$ cat config.mk
export PLATFORM = sky130hd
export DESIGN_NAME = program_sequencer
export DESIGN_NICKNAME = d
export VERILOG_FILES = /design/src/rtl/program_sequencer.sv
export SDC_FILE = /design/constraint.sdc
export NUM_CORES = 1
export LEC_CHECK = 0
export BUFFER_PORTS_ARGS = -buffer_cell sky130_fd_sc_hd__buf_2
export CAP_MARGIN = 15
export CORE_ASPECT_RATIO = 1.75
export CORE_MARGIN = 2
export CORE_UTILIZATION = 59
export CTS_BUF_LIST = sky130_fd_sc_hd__clkbuf_16
export DETAILED_ROUTE_END_ITERATION = 12
export GPL_TIMING_DRIVEN = 0
export PLACE_DENSITY = 0.9
export SLEW_MARGIN = 20
export SYNTH_ARGS = -nofsm -noshare
export SYNTH_HDL_FRONTEND = slang
export SYNTH_SLANG_ARGS = --single-unit
$ cat constraint.sdc
create_clock -name clk -period 6.19 [get_ports clk]
set_input_delay 1.857 -clock clk [delete_from_list [all_inputs] [get_ports clk]]
set_output_delay 1.857 -clock clk [all_outputs]
set_load 0.05 [all_outputs]
$ cat src/rtl/program_sequencer.sv
// Program-memory address sequencer for the 4-bit microprocessor: fall-through,
// jumps, conditional jumps, a hardware call/return stack, stall and sticky stack error.
module program_sequencer #(
  parameter int unsigned ADDR_W      = 8,
  parameter int unsigned STACK_DEPTH = 4
) (
  input  logic                             clk,
  input  logic                             sync_reset_n,
  input  logic                             hold,
  input  logic                             jmp,
  input  logic                             jmp_nz,
  input  logic                             call,
  input  logic                             ret,
  input  logic [ADDR_W-1:0]                jmp_addr,
  input  logic                             r_eq_0,
  output logic [ADDR_W-1:0]                pm_addr,
  output logic [ADDR_W-1:0]                pc,
  output logic [ADDR_W-1:0]                from_PS,
  output logic [$clog2(STACK_DEPTH):0]     sp,
  output logic                             stack_err
);

  localparam int unsigned IDX_W = $clog2(STACK_DEPTH);
  localparam int unsigned SP_W  = IDX_W + 1;
  localparam logic [SP_W-1:0] SP_FULL = SP_W'(STACK_DEPTH);

  logic [ADDR_W-1:0] stack_q [STACK_DEPTH];
  logic [ADDR_W-1:0] pc_inc;
  logic [IDX_W-1:0]  top_idx;
  logic [IDX_W-1:0]  push_idx;
  logic              do_push;
  logic              do_pop;
  logic              err_set;

  assign pc_inc   = pc + ADDR_W'(1);
  // Depth is a power of two, so truncating sp-1 always lands on the top entry.
  assign top_idx  = IDX_W'(sp - SP_W'(1));
  assign push_idx = sp[IDX_W-1:0];
  assign from_PS  = pc;

  always_comb begin
    pm_addr = pc_inc;
    do_push = 1'b0;
    do_pop  = 1'b0;
    err_set = 1'b0;
    if (!sync_reset_n) begin
      pm_addr = '0;
    end else if (hold) begin
      pm_addr = pc;
    end else if (ret) begin
      if (sp != '0) begin
        pm_addr = stack_q[top_idx];
        do_pop  = 1'b1;
      end else begin
        err_set = 1'b1;
      end
    end else if (call) begin
      pm_addr = jmp_addr;
      if (sp < SP_FULL) begin
        do_push = 1'b1;
      end else begin
        err_set = 1'b1;
      end
    end else if (jmp) begin
      pm_addr = jmp_addr;
    end else if (jmp_nz && !r_eq_0) begin
      pm_addr = jmp_addr;
    end
  end

  always_ff @(posedge clk) begin
    if (!sync_reset_n) begin
      pc        <= '0;
      sp        <= '0;
      stack_err <= 1'b0;
    end else begin
      pc <= pm_addr;
      if (do_push) begin
        sp <= sp + SP_W'(1);
      end else if (do_pop) begin
        sp <= sp - SP_W'(1);
      end
      if (err_set) begin
        stack_err <= 1'b1;
      end
    end
  end

  // Stack contents need no reset; do_push is never set while reset is asserted.
  always_ff @(posedge clk) begin
    if (do_push) begin
      stack_q[push_idx] <= pc_inc;
    end
  end

endmodule

==> results of run 1 <==
per-stage QoR:
stage                     hold slack (ns)  setup WS (ns)  instance area, sq um  total power [uW]
after CTS                           0.480          0.872                  2690               913
after floorplan                     0.745          0.506                  2260               558
after global placement              0.447          0.919                  2520               613
after detailed placement            0.465          0.889                  2520               616
after global routing                0.494          0.824                  2690               940
final                               0.469          0.832                  2690               911
cell usage in the layout, fill, tap and decap left out, drive strengths merged, types with 2 or more instances in the layout:
master,count
a311oi,3
and2,6
a21oi,15
clkinv,2
nor3,4
nand2b,3
xnor2,4
mux2,4
mux2i,4
xor2,4
o21ai,4
inv,7
dfxtp,12
ha,6
buf,54
nand3,5
a21boi,2
a32o,6
mux4,8
clkbuf,7
nor2,5
nand2,13
edfxtp,32
power groups by stage:
stage                     registers, uW  clock network, uW  logic [uW]
after CTS                           349                297         267
final                               349                295         267
after global routing                351                308         282
after global placement              354                  0         259
after floorplan                     385                  0         172
after detailed placement            355                  0         261
kinds of logic after synthesis:
family	Yosys count	synth area share, %
AOI/OAI and AO/OA	39	12.6
xor gates and xnor gates	8	3.10
adders and majority gates	6	3.32
buffers and inverters	23	6.86
DFF	44	53.1
muxes	16	11.7
and+or+nand+nor	41	9.35
synth_stat cells (2+ instances only):
master | number | area share, %
o21ai_0 | 4 | 0.88
inv_2 | 2 | 0.33
mux4_2 | 8 | 8.0
nor2_1 | 5 | 0.83
mux2i_1 | 4 | 1.8
nand3_1 | 5 | 1.1
buf_2 | 2 | 0.44
nand2_1 | 13 | 2.2
a21boi_1 | 2 | 0.66
nand2b_1 | 3 | 0.83
a21oi_1 | 15 | 3.3
a311oi_1 | 3 | 1.2
edfxtp_1 | 32 | 42
nor3_1 | 4 | 0.88
buf_4 | 9 | 3.0
a32o_1 | 6 | 2.7
mux2_1 | 2 | 1.0
xnor2_1 | 4 | 1.5
and2_1 | 6 | 1.7
dfxtp_1 | 12 | 11
inv_1 | 5 | 0.83
buf_6 | 2 | 1.0
ha_1 | 6 | 3.3
xor2_1 | 4 | 1.5
mux2_2 | 2 | 1.0
layer usage:
| layer | global-route usage, % | part of all wire [%] | vias up | wire [microns] |
|---|---|---|---|---|
| met5 | 0 | 0 | - | 0 |
| met4 | 11.5 | 3.1 | 0 | 153 |
| met3 | 4.36 | 5.5 | 20 | 266 |
| met2 | 44.4 | 54 | 81 | 2650 |
| met1 | 26.0 | 37 | 775 | 1810 |
| li1 | - | - | 758 | - |
final cells by class:
class	instances	share of cell area [%]
flip-flops and latches	44	44.6
plain buffers	16	4.79
clock inverters	3	1.58
well taps	46	2.14
clock buffers	5	4.65
repair buffers	41	7.62
multi-input cells	110	33.6
inverters	7	0.976
flip-flops by register name (all words and copies together) (netlist names):
| name | flops |
|---|---|
| stack_err | 1 |
| stack_q | 32 |
| sp | 3 |
| from_PS | 8 |
worst min-delay path by stage:
stage / depth (start not counted) / start / slack [ns] / to
floorplan: 1 / stack_err / 0.75 / stack_err
global placement: 1 / stack_err / 0.45 / stack_err
detailed placement: 1 / stack_err / 0.46 / stack_err
CTS: 1 / stack_err / 0.48 / stack_err
global route: 1 / stack_err / 0.49 / stack_err
finish: 1 / stack_err / 0.47 / stack_err
==> metrics, run 1 <==
Tot GR Track Use approximately 24%; Vias/cell 6.01; Max-Cap Viols 0; Ports 44; Psw a little under 300 uW; sequential area share after synthesis between 50% and 60%; setup TNS 0 ns; r2r endpoint from_PS[7]; Cells after DPL approximately 260; slowest stage delay, CP ~0.52 ns; CP Data Required Time between 4 and 5 ns; Final #Nets roughly 250; Post-CTS Repair Setup Buffers 0; Setup crit start r_eq_0; Avg WL per Cell ~18 microns; Starting Density between 60% and 70%; Reg2Reg Depth 8; CP cell instances buf_2 -> inv_1 -> a211oi_4 -> mux2_1 -> a21oi_1 -> a21oi_1 -> buf_2; CP Launch Type input port; fin cells approximately 270; Period Utilization, post-route between 80% and 90%; aggregate global routing overflow 0; run status finished, final reports clean; maximum vdd drop about 0.00028 V; Critical path destination pm_addr[3]; final hold viol count 0; Post-DP HPWL 3540 microns; LEAKAGE between 0.001 and 0.0015 uW; post-synth cell types 42; CTS tree yes; die width slightly above 50 microns; synth warn 0; # DRC 0; critical path's slowest cell a211oi_4; die height ~86 microns; max_slew headroom roughly 63%; CTS resizes 0; WP buf/inv 3; Slew @ Worst Pin 0.551 ns; crit path kind input port to primary output; largest net degree at the start of global routing 15; row count 29; crit-path leading delay family compound AO/OA/AOI/OAI gates; Sink Count 44; ys async rst share 0%; Routed WL between 4000 and 5000 microns; DRT antenna net count 0; Setup Viol. Count Final 0; Clk pin slew, worst setup/hold paths 0.06 ns; global-route wire length before repair ~7600 microns; n_diodes 0; worst skew pair latency between 0.2 and 0.3 ns; Internal 618 uW; H-tree depth 2; worst r2r src sp[0]; CTS Hold Bufs 0; routability cong. roughly 0.88; Die Area ~4400 sq um; Crit. End Element primary output; sequential power share about two fifths; WP data arrival roughly 3.5 ns; Worst path depth 7; Vias roughly 1600; Max Freq approximately 0.19 GHz; Multi-input gate area 906 sq um; synthesized area about 2300 sq um; First DRT Iteration DRCs 98; clock power share about a third; vias in the first global route around 1600; Hold Path Class flip-flop to flip-flop; initial antenna violation count 0; port bufs 41; Pins Over Slew Limit 0; drt pass-1 iters 4; Comb power frac between 20% and 30%; worst reg2reg setup slack 3.93 ns; synthesized area per cell 12.8 sq um; Worst Skew 0.00321 ns; fraction of layout cells with a size suffix above 1 35.4%; Mapped Nets approximately 200; Post-synth EDFFs 32; Mapped Cells 177; Worst Path Max Fanout 10; Util after Layout around three quarters; Final min period roughly 5.4 ns; Post-synth top flop edfxtp_1; register area roughly 1200 sq um; synthesized flop and latch total 44; P per Cell Area around 340 nW/um^2; Syn-to-layout area delta 19.0%; RSZ-0062 raised after global routing false; TritonCTS buffer count 5; clock root buffer clkbuf_16; Sw Ratio 32.2%; core area 3660 sq um; fillers 255; Clock Path Buffers 2
No activity file was read; power rests on OpenSTA's default activity.
==> inputs of run 2 (changes only) <==
--- a/config.mk
+++ b/config.mk
@@ -7,13 +7,15 @@
 export LEC_CHECK = 0
 export BUFFER_PORTS_ARGS = -buffer_cell sky130_fd_sc_hd__buf_2
 export CAP_MARGIN = 15
+export CELL_PAD_IN_SITES_DETAIL_PLACEMENT = 0
+export CELL_PAD_IN_SITES_GLOBAL_PLACEMENT = 1
 export CORE_ASPECT_RATIO = 1.75
 export CORE_MARGIN = 2
-export CORE_UTILIZATION = 59
+export CORE_UTILIZATION = 44
 export CTS_BUF_LIST = sky130_fd_sc_hd__clkbuf_16
 export DETAILED_ROUTE_END_ITERATION = 12
 export GPL_TIMING_DRIVEN = 0
-export PLACE_DENSITY = 0.9
+export PLACE_DENSITY = 0.85
 export SLEW_MARGIN = 20
 export SYNTH_ARGS = -nofsm -noshare
 export SYNTH_HDL_FRONTEND = slang
==> constraint.sdc (replaced) <==
create_clock -name clk -period 5 [get_ports clk]
set_input_delay 1.5 -clock clk [delete_from_list [all_inputs] [get_ports clk]]
set_output_delay 1.5 -clock clk [all_outputs]
set_load 0.05 [all_outputs]
==> run 2 against run 1 <==
Compared with the run above: setup slack got worse by 0.43 ns; worst hold slack improved by 0.0061 ns; sequential cell count unchanged; die area increased by 32%; largest cell class unchanged; largest power group unchanged.
==> metrics, run 2 (same netlist as run 1, synthesis figures left out) <==
Sw Ratio 31.8% (-0.40 points); Die Area 5750 sq um (+32%); Tot GR Track Use 18.3% (-5.9 points); fin cells 280 (+2.9%); # DRC 0 (unchanged); WHS Endpoint stack_err; Post-DP HPWL 3700 microns (+4.7%); Vias 1574 (-3.7%); r2r endpoint from_PS[7]; First DRT Iteration DRCs 77 (-21%); slowest stage delay, CP 0.53 ns (about the same); global-route wire length before repair 7900 microns (+4.0%); CP Launch Type input port; sequential power share 38.5% (+0.2 points); Routed WL 4810 microns (-1.3%); Top reg by flops stack_q; Max Freq ~0.22 GHz; routability cong. 0.822 (-6.3%); Ports 44 (unchanged); DRT antenna net count 0 (unchanged); WP data arrival 3.10 ns (-0.40 ns); most frequent CP cell buf_2; worst r2r src sp[0]; H-tree depth 2 (unchanged); Syn-to-layout area delta 19.5%; most used routing layer met2; core area 4980 sq um (+36%); port bufs 41 (unchanged); max reg flops 32 (unchanged); worst skew pair latency 0.28 ns (about the same); grt met2 use 31.5% (-13 points); LEAKAGE 0.00108 uW (unchanged); Sink Count 44 (unchanged); Comb power frac 29.0% (-0.3 points); worst reg2reg setup slack 2.77 ns (-1.16 ns); largest net degree at the start of global routing 15 (unchanged); die height 98.9 microns (+15%); Clock Path Buffers 2 (unchanged); clock root buffer clkbuf_16; Final min period about 4.6 ns; Reg2Reg Depth 8 (unchanged); CP cell instances buf_2 -> inv_1 -> a211oi_4 -> mux2i_1 -> a221o_1 -> a21boi_1 -> buf_2; cell depth of the worst hold path 1 (unchanged); max_slew headroom 62.3% (-0.90 points); maximum vdd drop 0.000256 V (-7.2%); Hold Path Class flip-flop to flip-flop; Max-Cap Viols 0 (unchanged); Avg WL per Cell 17.2 microns (-4.1%); final hold viol count 0 (unchanged); hold path startpoint stack_err; most frequent cells in the layout 43 x buf_2, 32 x edfxtp_1, 15 x a21oi_1; Pins Over Slew Limit 0 (unchanged); aggregate global routing overflow 0 (unchanged); M1 GR Usage 21.5% (-4.6 points); n_diodes 0 (unchanged); CTS tree yes; most common cell after layout, fill and taps aside buf_2; fraction of layout cells with a size suffix above 1 35.4% (unchanged); P per Cell Area 415 nW/um^2 (+23%); RSZ-0062 raised after global routing false; vias in the first global route 1593 (unchanged); Post-CTS Repair Setup Buffers 0 (unchanged); TritonCTS buffer count 5 (unchanged); CTS Hold Bufs 0 (unchanged); clock power share 32.5% (+0.2 points); row count 34 (+17%); Worst Path Max Fanout 10 (unchanged); Final #Nets 247 (unchanged); Util after Layout 54.3% (-19 points); Clk pin slew, worst setup/hold paths 0.06 ns (about the same); Psw 357 uW (+22%); run status finished, final reports clean; Cells after DPL 272 (+3.0%); Starting Density 45.4% (-16 points); Slew @ Worst Pin 0.564 ns (+0.0135 ns); Setup Viol. Count Final 0 (unchanged); drt pass-1 iters 4 (unchanged); met3 usage 3.02% (-1.3 points); initial antenna violation count 0 (unchanged); Internal 765 uW (+24%); Vias/cell 5.62 (-6.4%); setup TNS 0 ns (unchanged); critical path's slowest cell a211oi_4; die width 58.2 microns (+15%); Crit. End Element primary output; CP Data Required Time 3.50 ns (-0.83 ns); Period Utilization, post-route around 92%; crit path kind input port to primary output; Worst Skew 0.00368 ns (+0.000473 ns); CTS resizes 0 (unchanged)
-- run 2: worst max path at each step --
stage                       endpoint   start  cells past startpoint
after floorplan           pm_addr[5]  r_eq_0                      5
after global placement    pm_addr[2]  r_eq_0                      7
after detailed placement  pm_addr[2]  r_eq_0                      7
after CTS                 pm_addr[2]  r_eq_0                      7
after global routing      pm_addr[2]  r_eq_0                      7
final                     pm_addr[2]  r_eq_0                      7
-- run 2: power groups by stage --
stage	clock network, uW	logic (uW)	registers, uW
2_1_floorplan	0	213	477
3_3_place_gp	0	324	439
3_5_place_dp	0	325	440
4_1_cts	370	327	432
5_1_grt	386	349	434
6_report	365	325	432
-- run 2: critical path: cells and delay by family --
| kind | cells | cell delay (ns) |
|---|---|---|
| compound gates | 3 | 1.04 |
| buf+inv | 3 | 0.40 |
| mux | 1 | 0.15 |
-- run 2: area by class of cell --
type                    instances  area, sq um
clock buffers                   5          125
fillers                       416         2270
repair buffers                 41          205
inverters                       7         26.3
multi-input cells             110          906
well taps                      54         67.6
flip-flops and latches         44         1200
plain buffers                  16          129
clock inverters                 3         42.5
-- run 2: per-stage QoR --
step	total power [uW]	setup slack, ns	area [sq um]	hold slack (ns)
after floorplan	691	0.0300	2260	0.745
after global placement	763	0.412	2530	0.449
after detailed placement	765	0.417	2530	0.465
after CTS	1130	0.415	2700	0.480
after global routing	1170	0.320	2700	0.506
final	1120	0.399	2700	0.475
-- run 2: per-layer routing --
metal	vias to the layer above	wire length (microns)
met5	-	0
met4	0	119
met3	8	185
met2	44	2620
met1	760	1880
li1	762	-
